===== config.mk =====
export PLATFORM = sky130hd
export DESIGN_NAME = request_queue_manager
export DESIGN_NICKNAME = d
export VERILOG_FILES = /design/src/rtl/request_queue_manager.sv
export SDC_FILE = /design/constraint.sdc
export NUM_CORES = 1
export LEC_CHECK = 0
export ABC_AREA = 1
export CAP_MARGIN = 20
export CELL_PAD_IN_SITES_DETAIL_PLACEMENT = 0
export CELL_PAD_IN_SITES_GLOBAL_PLACEMENT = 1
export CORE_ASPECT_RATIO = 0.75
export CORE_UTILIZATION = 42
export DETAILED_ROUTE_END_ITERATION = 12
export HOLD_SLACK_MARGIN = 0.1
export PLACE_DENSITY_LB_ADDON = 0.08
export SLEW_MARGIN = 10
export SYNTH_ARGS = -nofsm -noshare
export SYNTH_HDL_FRONTEND = slang
export SYNTH_SLANG_ARGS = --single-unit

===== constraint.sdc =====
create_clock -name clk -period 2.2 [get_ports clk]
set_input_delay 0.33 -clock clk [delete_from_list [all_inputs] [get_ports clk]]
set_output_delay 0.33 -clock clk [all_outputs]
set_load 0.03 [all_outputs]

===== src/rtl/request_queue_manager.sv =====
// Four saturating per-queue job counters feeding a round-robin arbiter.
// Pushes arrive as asynchronous button levels; pops happen after a full service period of stable grant.
module request_queue_manager #(
    parameter int CNT_W          = 3,
    parameter int SERVICE_CYCLES = 150000000
) (
    input  logic               clk,
    input  logic               reset,
    input  logic [3:0]         push,
    input  logic [3:0]         grant_in,
    output logic [3:0]         request_queue,
    output logic [4*CNT_W-1:0] occupancy,
    output logic [3:0]         queue_full,
    output logic [3:0]         overflow,
    output logic [3:0]         served
);

    localparam int TMR_W = (SERVICE_CYCLES > 1) ? $clog2(SERVICE_CYCLES) : 1;
    localparam logic [TMR_W-1:0] TMR_LAST = TMR_W'(SERVICE_CYCLES - 1);
    localparam logic [CNT_W-1:0] CNT_MAX  = '1;

    logic [3:0]       s1_reg, s2_reg, s3_reg;
    logic [3:0]       grant_q_reg;
    logic [TMR_W-1:0] timer_reg, timer_next;
    logic             grant_onehot, grant_stable, service;

    always_ff @(posedge clk or negedge reset) begin
        if (!reset) begin
            s1_reg <= '0;
            s2_reg <= '0;
            s3_reg <= '0;
        end else begin
            s1_reg <= push;
            s2_reg <= s1_reg;
            s3_reg <= s2_reg;
        end
    end

    assign grant_onehot = $onehot(grant_in);
    assign grant_stable = (grant_in == grant_q_reg);
    assign service      = grant_onehot && grant_stable && (timer_reg == TMR_LAST);

    // Any grant glitch or change discards the partial slice.
    always_comb begin
        timer_next = timer_reg + TMR_W'(1);
        if (!grant_onehot || !grant_stable || service) begin
            timer_next = '0;
        end
    end

    always_ff @(posedge clk or negedge reset) begin
        if (!reset) begin
            timer_reg   <= '0;
            grant_q_reg <= '0;
        end else begin
            timer_reg   <= timer_next;
            grant_q_reg <= grant_in;
        end
    end

    genvar gi;
    generate
        for (gi = 0; gi < 4; gi++) begin : g_queue
            logic [CNT_W-1:0] cnt_reg, cnt_next;
            logic             ovf_reg, served_reg;
            logic             full, empty, push_ev, pop_ev;

            assign full    = (cnt_reg == CNT_MAX);
            assign empty   = (cnt_reg == '0);
            assign push_ev = s2_reg[gi] & ~s3_reg[gi];
            assign pop_ev  = service & grant_in[gi] & ~empty;

            // Push together with pop leaves the count alone, even when full.
            always_comb begin
                cnt_next = cnt_reg;
                if (push_ev && !pop_ev && !full) begin
                    cnt_next = cnt_reg + CNT_W'(1);
                end else if (pop_ev && !push_ev) begin
                    cnt_next = cnt_reg - CNT_W'(1);
                end
            end

            always_ff @(posedge clk or negedge reset) begin
                if (!reset) begin
                    cnt_reg    <= '0;
                    ovf_reg    <= 1'b0;
                    served_reg <= 1'b0;
                end else begin
                    cnt_reg    <= cnt_next;
                    served_reg <= pop_ev;
                    if (push_ev && full && !pop_ev) begin
                        ovf_reg <= 1'b1;
                    end
                end
            end

            assign occupancy[gi*CNT_W +: CNT_W] = cnt_reg;
            assign request_queue[gi]            = ~empty;
            assign queue_full[gi]               = full;
            assign overflow[gi]                 = ovf_reg;
            assign served[gi]                   = served_reg;
        end
    endgenerate

endmodule


==> results of run 1 <==
## what timing repair did
item | 4_1_cts | 5_1_grt
endpoints found under the setup margin | 52 | 46
hold endpoints to repair | 64 | 0
pin swaps | 21 | 20
buffers inserted | 8 | 8
gates resized for setup | 27 | 29
hold buffers | 1 | 0
gates cloned | 2 | 0
## cell type report
class	instances	area, um^2
Timing Repair inverter	1	7.51
Clock buffer	13	159
Timing Repair Buffer	78	714
Tap cell	105	131
Sequential cell	64	1600
Inverter	74	295
Clock inverter	3	40.0
Fill cell	718	3350
Multi-Input combinational cell	268	1690
## cells in the mapped netlist, types with 4 or more instances
cell type / number
sky130_fd_sc_hd__nand2_1: 80
sky130_fd_sc_hd__inv_1: 72
sky130_fd_sc_hd__dfrtp_1: 64
sky130_fd_sc_hd__nor2_1: 44
sky130_fd_sc_hd__nand3_1: 30
sky130_fd_sc_hd__nor3_1: 20
sky130_fd_sc_hd__buf_4: 13
sky130_fd_sc_hd__nand2_2: 13
sky130_fd_sc_hd__a21oi_1: 11
sky130_fd_sc_hd__nand3_2: 9
sky130_fd_sc_hd__nand4_1: 6
sky130_fd_sc_hd__xor2_1: 6
sky130_fd_sc_hd__fa_1: 5
sky130_fd_sc_hd__nor4_1: 5
sky130_fd_sc_hd__a31o_2: 4
sky130_fd_sc_hd__o21ai_1: 4
## final timing paths
check / startpoint / to / slack (ns) / cells past startpoint
min reg2reg: s1_reg[3]$_DFF_PN0_ / s2_reg[3]$_DFF_PN0_ / 0.35 / 0
min: grant_in[3] / grant_q_reg[3]$_DFF_PN0_ / 0.21 / 2
max in group asynchronous: reset / g_queue[0].cnt_reg[0]$_DFFE_PN0P_ / 1.41 / 3
min in group asynchronous: reset / timer_reg[6]$_DFF_PN0_ / 0.51 / 3
max reg2reg: timer_reg[1]$_DFF_PN0_ / g_queue[2].cnt_reg[1]$_DFFE_PN0P_ / 0.07 / 10
max: grant_in[0] / g_queue[2].cnt_reg[1]$_DFFE_PN0P_ / -0.21 / 16
## routing by layer
layer | global-route usage, % | vias up
met2 | 30.6 | 75
met5 | 0 | -
met4 | 6.16 | 0
met3 | 5.94 | 6
li1 | - | 1483
met1 | 32.5 | 1366
## cells by family (layout without fill, tap and decap cells)
group,count (synthesis),count (layout)
AOI/OAI and AO/OA,33,33
xor gates and xnor gates,8,8
adders and majority gates,8,8
buffers and inverters,89,169
DFF,64,64
and+or+nand+nor,218,219
## critical path: stages
cell and delay (ns):
sky130_fd_sc_hd__buf_8 0.08, sky130_fd_sc_hd__inv_4 0.03, sky130_fd_sc_hd__fa_1 0.52, sky130_fd_sc_hd__inv_1 0.04
sky130_fd_sc_hd__ha_2 0.19, sky130_fd_sc_hd__ha_4 0.16, sky130_fd_sc_hd__inv_2 0.04, sky130_fd_sc_hd__nand2_2 0.06
sky130_fd_sc_hd__nor2_4 0.12, sky130_fd_sc_hd__nand3_4 0.10, sky130_fd_sc_hd__nor2_8 0.23, sky130_fd_sc_hd__nand3_4 0.12
sky130_fd_sc_hd__nand3_4 0.10, sky130_fd_sc_hd__fa_2 0.42, sky130_fd_sc_hd__nand2_1 0.08, sky130_fd_sc_hd__o21ai_2 0.05
## per-stage QoR
stage | worst slack, ns | area [um^2] | util [%] | setup TNS (ns)
final | -0.214 | 4640 | 58.1 | -2.61
after global routing | -0.283 | 4640 | 58.1 | -5.42
after CTS | -0.192 | 4500 | 56.3 | -1.43
after detailed placement | -1.16 | 4200 | 52.6 | -46.39
after global placement | -1.12 | 4200 | 52.6 | -45.59
after floorplan | -0.459 | 3590 | - | -6.58
## power by group through the flow
stage	Combinational, W	Sequential, W	Clock [W]
2_1_floorplan	0.000813	0.00167	0
3_3_place_gp	0.00148	0.00149	0
3_5_place_dp	0.00149	0.00149	0
4_1_cts	0.00152	0.00148	0.00107
5_1_grt	0.00171	0.00150	0.00112
6_report	0.00157	0.00148	0.00104
==> implementation parameters, run 1 <==
Parameter                              Value

Run status
  Run status ... complete, but fails checks
  Violations in the final reports ... setup timing

Synthesis
  Syn Inst Count ... 420
  Largest family of logic cells by synthesized area ... simple AND/OR/NAND/NOR gates
  Share of the yosys chip area belonging to registers ... 45.8%
  Netlist cell types ... 33
  Synth Net Count ... 438
  Number of enable-type register cells in the synthesized netlist ... 0
  Area share of the largest cell type after synthesis ... 45.8%
  Post-synthesis compound-gate area fraction ... 6.26%
  Synthesized area per cell ... 8.33 um^2
  Count of yosys warnings during synthesis ... 0
  Area fraction in and, or, nand and nor cells after synthesis ... 30.9%
  Proportion of synthesized flip-flops having asynchronous set or reset ... 100%
  Synth Flop Type ... sky130_fd_sc_hd__dfrtp_1
  Xor/xnor cell area share of the yosys netlist ... 2.00%
  Post-synthesis share of cell area spent on full adders, half adders and majority gates ... 3.93%
  Total standard cell area after synthesis ... 3500 um^2
  Leading cell types by total area after synthesis ... sky130_fd_sc_hd__dfrtp_1 46%, sky130_fd_sc_hd__nand2_1 8.6%, sky130_fd_sc_hd__inv_1 7.7%
  Post-synthesis cell type with the largest combined area ... sky130_fd_sc_hd__dfrtp_1
  Multiplexer fraction of the synthesized cell area ... 0%
  Number of flip-flops and latches in the synthesized netlist ... 64

Setup path
  Critical path launch point type ... input port
  Signal arrival time at the worst endpoint ... 2.66 ns
  CP Class ... input port to flip-flop
  Required time reported for the critical path endpoint ... 2.44 ns
  Kind of capture point of the worst setup path ... flip-flop
  Top fanout value on the critical path ... 5

STA
  Relative max-transition margin ... 64.2%
  Hold violation count in the final report ... 0
  Worst slew pin tran ... 0.532 ns
  Setup WS post-layout ... -0.214 ns
  Worst hold margin ... 0.208 ns
  Minimum clock period after layout ... 2.41 ns
  Largest clock skew in the final design ... 0.00273 ns
  Number of pins exceeding their max-slew limit in the final report ... 0
  Maximum clock frequency ... 0.414 GHz
  Final worst-path cycle share ... 110%
  Final Setup Violations ... 24
  Setup repair after global routing missed its margin ... yes

CTS
  Clock root buffer ... sky130_fd_sc_hd__clkbuf_8
  Later-pin clock latency in the skew report ... 0.35 ns
  Num Clock Sinks ... 64
  Clock slew at the register clock pins of the worst setup and hold paths ... 0.07 ns
  CTS tree ... yes
  Clock H-tree levels ... 3
  Num CTS Buffers ... 9
  Clock Path Buffers ... 2

Power
  Total power after layout ... 0.00408 W
  IR drop worst, VDD ... 0.728 mV
  Net switching share of the total power ... 37.1%
  Net load switching power ... 0.00151 W
  Power Internal ... 0.00256 W
  Comb power frac ... 38.4%
  Register share of total power ... 36.2%
  Clock Power Share ... 25.4%
  PwrDens ... 879 nW/um^2
  Cell leakage power ... 2.11 nW

Min path
  Class of the most critical hold timing path ... input port to flip-flop

Floorplanning
  Chip Height ... 81.1 um
  Die outline area ... 8710 um^2
  Effective utilization at floorplan ... 43.8%
  Width of the die ... 107 um
  Number of cell rows ... 28
  Ports ... 38
  Core ar. ... 7990 um^2

Finish
  Most frequent cells in the layout ... 75 x sky130_fd_sc_hd__nand2_1, 65 x sky130_fd_sc_hd__inv_1, 64 x sky130_fd_sc_hd__dfrtp_1
  Layout Cells excl Fill ... 606
  Synthesis-to-layout area growth ... 32.5%
  Max FFs per register ... 28
  Inserted Diodes ... 0
  Share of layout cells above drive strength 1 ... 25.1%
  Commonest non-fill, non-tap cell in the layout ... sky130_fd_sc_hd__nand2_1
  Nets ... 514

Routing
  Vias per std cell ... 4.83
  Met3 layer wire length in the routed design ... 530 um
  DR iter-0 viols ... 178
  Top routing layer used ... met4
  Total Wirelength ... 8370 um
  DRC Markers ... 0
  Residual antenna-violating net count after detailed routing ... 0
  Routed wirelength normalized by instance count ... 13.8 um
  Number of detailed-routing iterations run before antenna repair ... 4
  Number of vias in the routed layout ... 2930
  Total length of routed met2 wires ... 3460 um
  Post-route met1 wirelength ... 4310 um

Flow run
  Max Cap Violations ... 0

Place
  Placed cell count ... 576
  RD Place Congestion ... 0.885
  Detailed-placement wirelength estimate ... 6070 um
  IO buf count ... 37

Global route
  Via count of the first global-routing pass ... 2792
  Largest net degree at the start of global routing ... 65
  First-pass GRT wire length ... 14000 um
  Initial antenna violation count ... 0
  Global route overflow ... 0
  All-layer global routing usage ... 21.8%
Note: power is estimated with default switching activity, not from simulation.
==> run 2: changes to the inputs <==
--- a/config.mk
+++ b/config.mk
@@ -14,6 +14,7 @@
 export DETAILED_ROUTE_END_ITERATION = 12
 export HOLD_SLACK_MARGIN = 0.1
 export PLACE_DENSITY_LB_ADDON = 0.08
+export SETUP_SLACK_MARGIN = 0.5
 export SLEW_MARGIN = 10
 export SYNTH_ARGS = -nofsm -noshare
 export SYNTH_HDL_FRONTEND = slang
==> implementation parameters, run 2 (synthesis results as in run 1) <==
Parameter                              Value

Run status
  Run status ... complete, but fails checks (unchanged)
  Violations in the final reports ... setup timing (unchanged)

STA
  Hold violation count in the final report ... 0 (unchanged)
  Largest clock skew in the final design ... 0.0120 ns (was 0.00273 ns)
  Maximum clock frequency ... 0.410 GHz (was 0.414 GHz)
  Final Setup Violations ... 38 (was 24)
  Setup WS post-layout ... -0.238 ns (was -0.214 ns)
  Setup repair after global routing missed its margin ... yes (unchanged)
  Number of pins exceeding their max-slew limit in the final report ... 0 (unchanged)
  Minimum clock period after layout ... 2.44 ns (was 2.41 ns)
  Final worst-path cycle share ... 111% (was 110%)
  Worst hold margin ... 0.199 ns (was 0.208 ns)
  Worst slew pin tran ... 0.561 ns (was 0.532 ns)
  Relative max-transition margin ... 62.3% (was 64.2%)

Setup path
  Kind of capture point of the worst setup path ... flip-flop (unchanged)
  Cells on worst reg2reg path ... 10 (unchanged)
  Required time reported for the critical path endpoint ... 2.43 ns (was 2.44 ns)
  Depth of the critical timing path with buffers and inverters included ... 16 (unchanged)
  Worst-path cell chain ... buf_8, inv_4, fa_1, inv_1, ha_2, ha_4, inv_2, nand2_2, nor2_4, nand3_4, nor2_8, nand3_4, nand3_4, fa_2, nand2_1, o21ai_1 (was buf_8, inv_4, fa_1, inv_1, ha_2, ha_4, inv_2, nand2_2, nor2_4, nand3_4, nor2_8, nand3_4, nand3_4, fa_2, nand2_1, o21ai_2)
  Top fanout value on the critical path ... 5 (unchanged)
  Delay of the slowest critical-path stage ... 0.52 ns (about the same)
  Signal arrival time at the worst endpoint ... 2.67 ns (was 2.66 ns)
  Number of buffer and inverter stages on the critical path ... 4 (unchanged)
  Critical path launch point type ... input port (unchanged)
  Crit path max-delay cell type ... sky130_fd_sc_hd__fa_1 (unchanged)
  CP Class ... input port to flip-flop (unchanged)
  Kind of cell adding the most delay to the critical path ... adder cells (unchanged)
  Most used cell, CP ... sky130_fd_sc_hd__nand3_4 (unchanged)

Finish
  Inserted Diodes ... 0 (unchanged)
  Most frequent cells in the layout ... 69 x sky130_fd_sc_hd__nand2_1, 64 x sky130_fd_sc_hd__dfrtp_1, 62 x sky130_fd_sc_hd__inv_1 (was 75 x sky130_fd_sc_hd__nand2_1, 65 x sky130_fd_sc_hd__inv_1, 64 x sky130_fd_sc_hd__dfrtp_1)
  Total area of multi-input combinational cells ... 1730 um^2 (was 1690 um^2)
  Final Cell Area ... 4770 um^2 (was 4640 um^2)
  Sequential cell area ... 1600 um^2 (unchanged)
  Layout Cells excl Fill ... 617 (was 606)
  Nets ... 525 (was 514)
  Share of layout cells above drive strength 1 ... 31.3% (was 25.1%)
  Synthesis-to-layout area growth ... 36.4% (was 32.5%)
  Max FFs per register ... 28 (unchanged)
  Utilization of the core after routing ... 59.8% (was 58.1%)
  Commonest non-fill, non-tap cell in the layout ... sky130_fd_sc_hd__nand2_1 (unchanged)
  Filler cell count in the final layout ... 724 (was 718)

Power
  IR drop worst, VDD ... 0.697 mV (was 0.728 mV)
  Power Internal ... 0.00259 W (was 0.00256 W)
  Register share of total power ... 34.9% (was 36.2%)
  Comb power frac ... 37.8% (was 38.4%)
  PwrDens ... 882 nW/um^2 (was 879 nW/um^2)
  Net switching share of the total power ... 38.4% (was 37.1%)
  Clock Power Share ... 27.3% (was 25.4%)
  Cell leakage power ... 2.23 nW (was 2.11 nW)
  Net load switching power ... 0.00162 W (was 0.00151 W)

Routing
  DRC Markers ... 0 (unchanged)
  Routed wirelength normalized by instance count ... 14.3 um (was 13.8 um)
  Number of vias in the routed layout ... 3035 (was 2930)
  DR iter-0 viols ... 143 (was 178)
  Total Wirelength ... 8810 um (was 8370 um)
  Vias per std cell ... 4.92 (was 4.83)
  Residual antenna-violating net count after detailed routing ... 0 (unchanged)
  Number of detailed-routing iterations run before antenna repair ... 4 (unchanged)

CTS
  Num Clock Sinks ... 64 (unchanged)
  Num CTS Buffers ... 9 (unchanged)
  Clock H-tree levels ... 3 (unchanged)
  Clock root buffer ... sky130_fd_sc_hd__clkbuf_8 (unchanged)
  Later-pin clock latency in the skew report ... 0.36 ns (was 0.35 ns)
  CTS tree ... yes (unchanged)
  Clock slew at the register clock pins of the worst setup and hold paths ... 0.07 ns (about the same)
  Clock Path Buffers ... 2 (unchanged)

Place
  IO buf count ... 37 (unchanged)
  Detailed-placement wirelength estimate ... 6200 um (was 6070 um)
  RD Place Congestion ... 0.864 (was 0.885)
  Placed cell count ... 580 (was 576)
  Total cell area at the placement stage ... 4230 um^2 (was 4200 um^2)

Floorplanning
  Number of cell rows ... 28 (unchanged)
  Die outline area ... 8710 um^2 (unchanged)
  Width of the die ... 107 um (unchanged)
  Ports ... 38 (unchanged)
  Chip Height ... 81.1 um (unchanged)
  Core ar. ... 7990 um^2 (unchanged)
  Effective utilization at floorplan ... 43.8% (unchanged)

Global route
  Largest net degree at the start of global routing ... 28 (was 65)
  First-pass GRT wire length ... 14200 um (was 14000 um)
  Global route overflow ... 0 (unchanged)
  Via count of the first global-routing pass ... 2888 (was 2792)
  Initial antenna violation count ... 0 (unchanged)
  All-layer global routing usage ... 22.1% (was 21.8%)

Min path
  Class of the most critical hold timing path ... input port to flip-flop (unchanged)
  Cells on Worst Hold Path ... 2 (unchanged)

Flow run
  Max Cap Violations ... 0 (unchanged)
-- run 2: changes by cell type in the layout (fill, tap and decap cells not counted), sizes merged --
cell	previous run	this run
buf	44	61
bufinv	1	2
clkbuf	13	12
clkdlybuf4s15	0	1
clkdlybuf4s50	29	5
clkinv	3	2
clkinvlp	1	3
dlygate4sd2	4	18
dlymetal6s2s	0	2
-- run 2: power by group through the flow --
stage / Clock (W) / Combinational (W) / Sequential, W
after floorplan: 0 / 0.000813 / 0.00167
after global placement: 0 / 0.00148 / 0.00149
after detailed placement: 0 / 0.00151 / 0.00149
after CTS: 0.00118 / 0.00144 / 0.00147
after global routing: 0.00121 / 0.00175 / 0.00149
final: 0.00115 / 0.00159 / 0.00147
-- run 2: path summary, 6_finish.rpt --
| check | endpoint | from | slack (ns) |
|---|---|---|---|
| setup / recovery | g_queue[3].cnt_reg[1]$_DFFE_PN0P_ | grant_in[1] | -0.24 |
| hold / removal | grant_q_reg[1]$_DFF_PN0_ | grant_in[1] | 0.20 |
| setup reg to reg | g_queue[3].cnt_reg[1]$_DFFE_PN0P_ | timer_reg[1]$_DFF_PN0_ | 0 |
| hold reg to reg | s2_reg[3]$_DFF_PN0_ | s1_reg[3]$_DFF_PN0_ | 0.35 |
| max in group asynchronous | g_queue[0].served_reg$_DFF_PN0_ | reset | 1.17 |
| min in group asynchronous | g_queue[3].cnt_reg[2]$_DFFE_PN0P_ | reset | 0.46 |
-- run 2: area by class of cell --
class / instances / area share (%)
clock buffers: 11 / 2.96
clock inverters: 5 / 1.68
inverters: 74 / 6.18
multi-input cells: 268 / 36.2
flip-flops and latches: 64 / 33.5
well taps: 105 / 2.75
repair buffers: 89 / 16.6
repair inverters: 1 / 0.157
-- run 2: metrics by stage --
step / total power, W / TNS [ns] / setup slack (ns)
global placement: 0.00298 / -45.36 / -1.11
detailed placement: 0.00300 / -46.83 / -1.17
global route: 0.00446 / -7.55 / -0.317
CTS: 0.00408 / -1.69 / -0.211
finish: 0.00421 / -3.41 / -0.238
floorplan: 0.00248 / -6.67 / -0.459
-- run 2: repair_timing --
| action | 4_1_cts | 5_1_grt |
|---|---|---|
| setup buffers | 7 | 11 |
| hold buffers | 1 | 0 |
| endpoints found under the hold margin | 16 | 0 |
| pin swaps | 20 | 12 |
| setup endpoints to repair | 74 | 56 |
| gates cloned | 2 | 0 |
| gates resized for setup | 89 | 52 |
-- run 2: worst reg2reg max path, stage by stage, from the launching register on --
cell,delay (ns)
sky130_fd_sc_hd__dfrtp_1,0.38
sky130_fd_sc_hd__ha_1,0.19
sky130_fd_sc_hd__nand3_1,0.12
sky130_fd_sc_hd__nor2_1,0.22
sky130_fd_sc_hd__nand2_2,0.14
sky130_fd_sc_hd__nor2_8,0.25
sky130_fd_sc_hd__nand3_4,0.13
sky130_fd_sc_hd__nand3_4,0.10
sky130_fd_sc_hd__fa_2,0.42
sky130_fd_sc_hd__nand2_1,0.07
sky130_fd_sc_hd__o21ai_1,0.06
-- run 2: routing by layer --
layer	part of all wire (%)	global-route usage [%]
met1	50	32.3
met2	42	30.6
met3	7.6	7.14
met4	1.2	7.26
met5	0	0
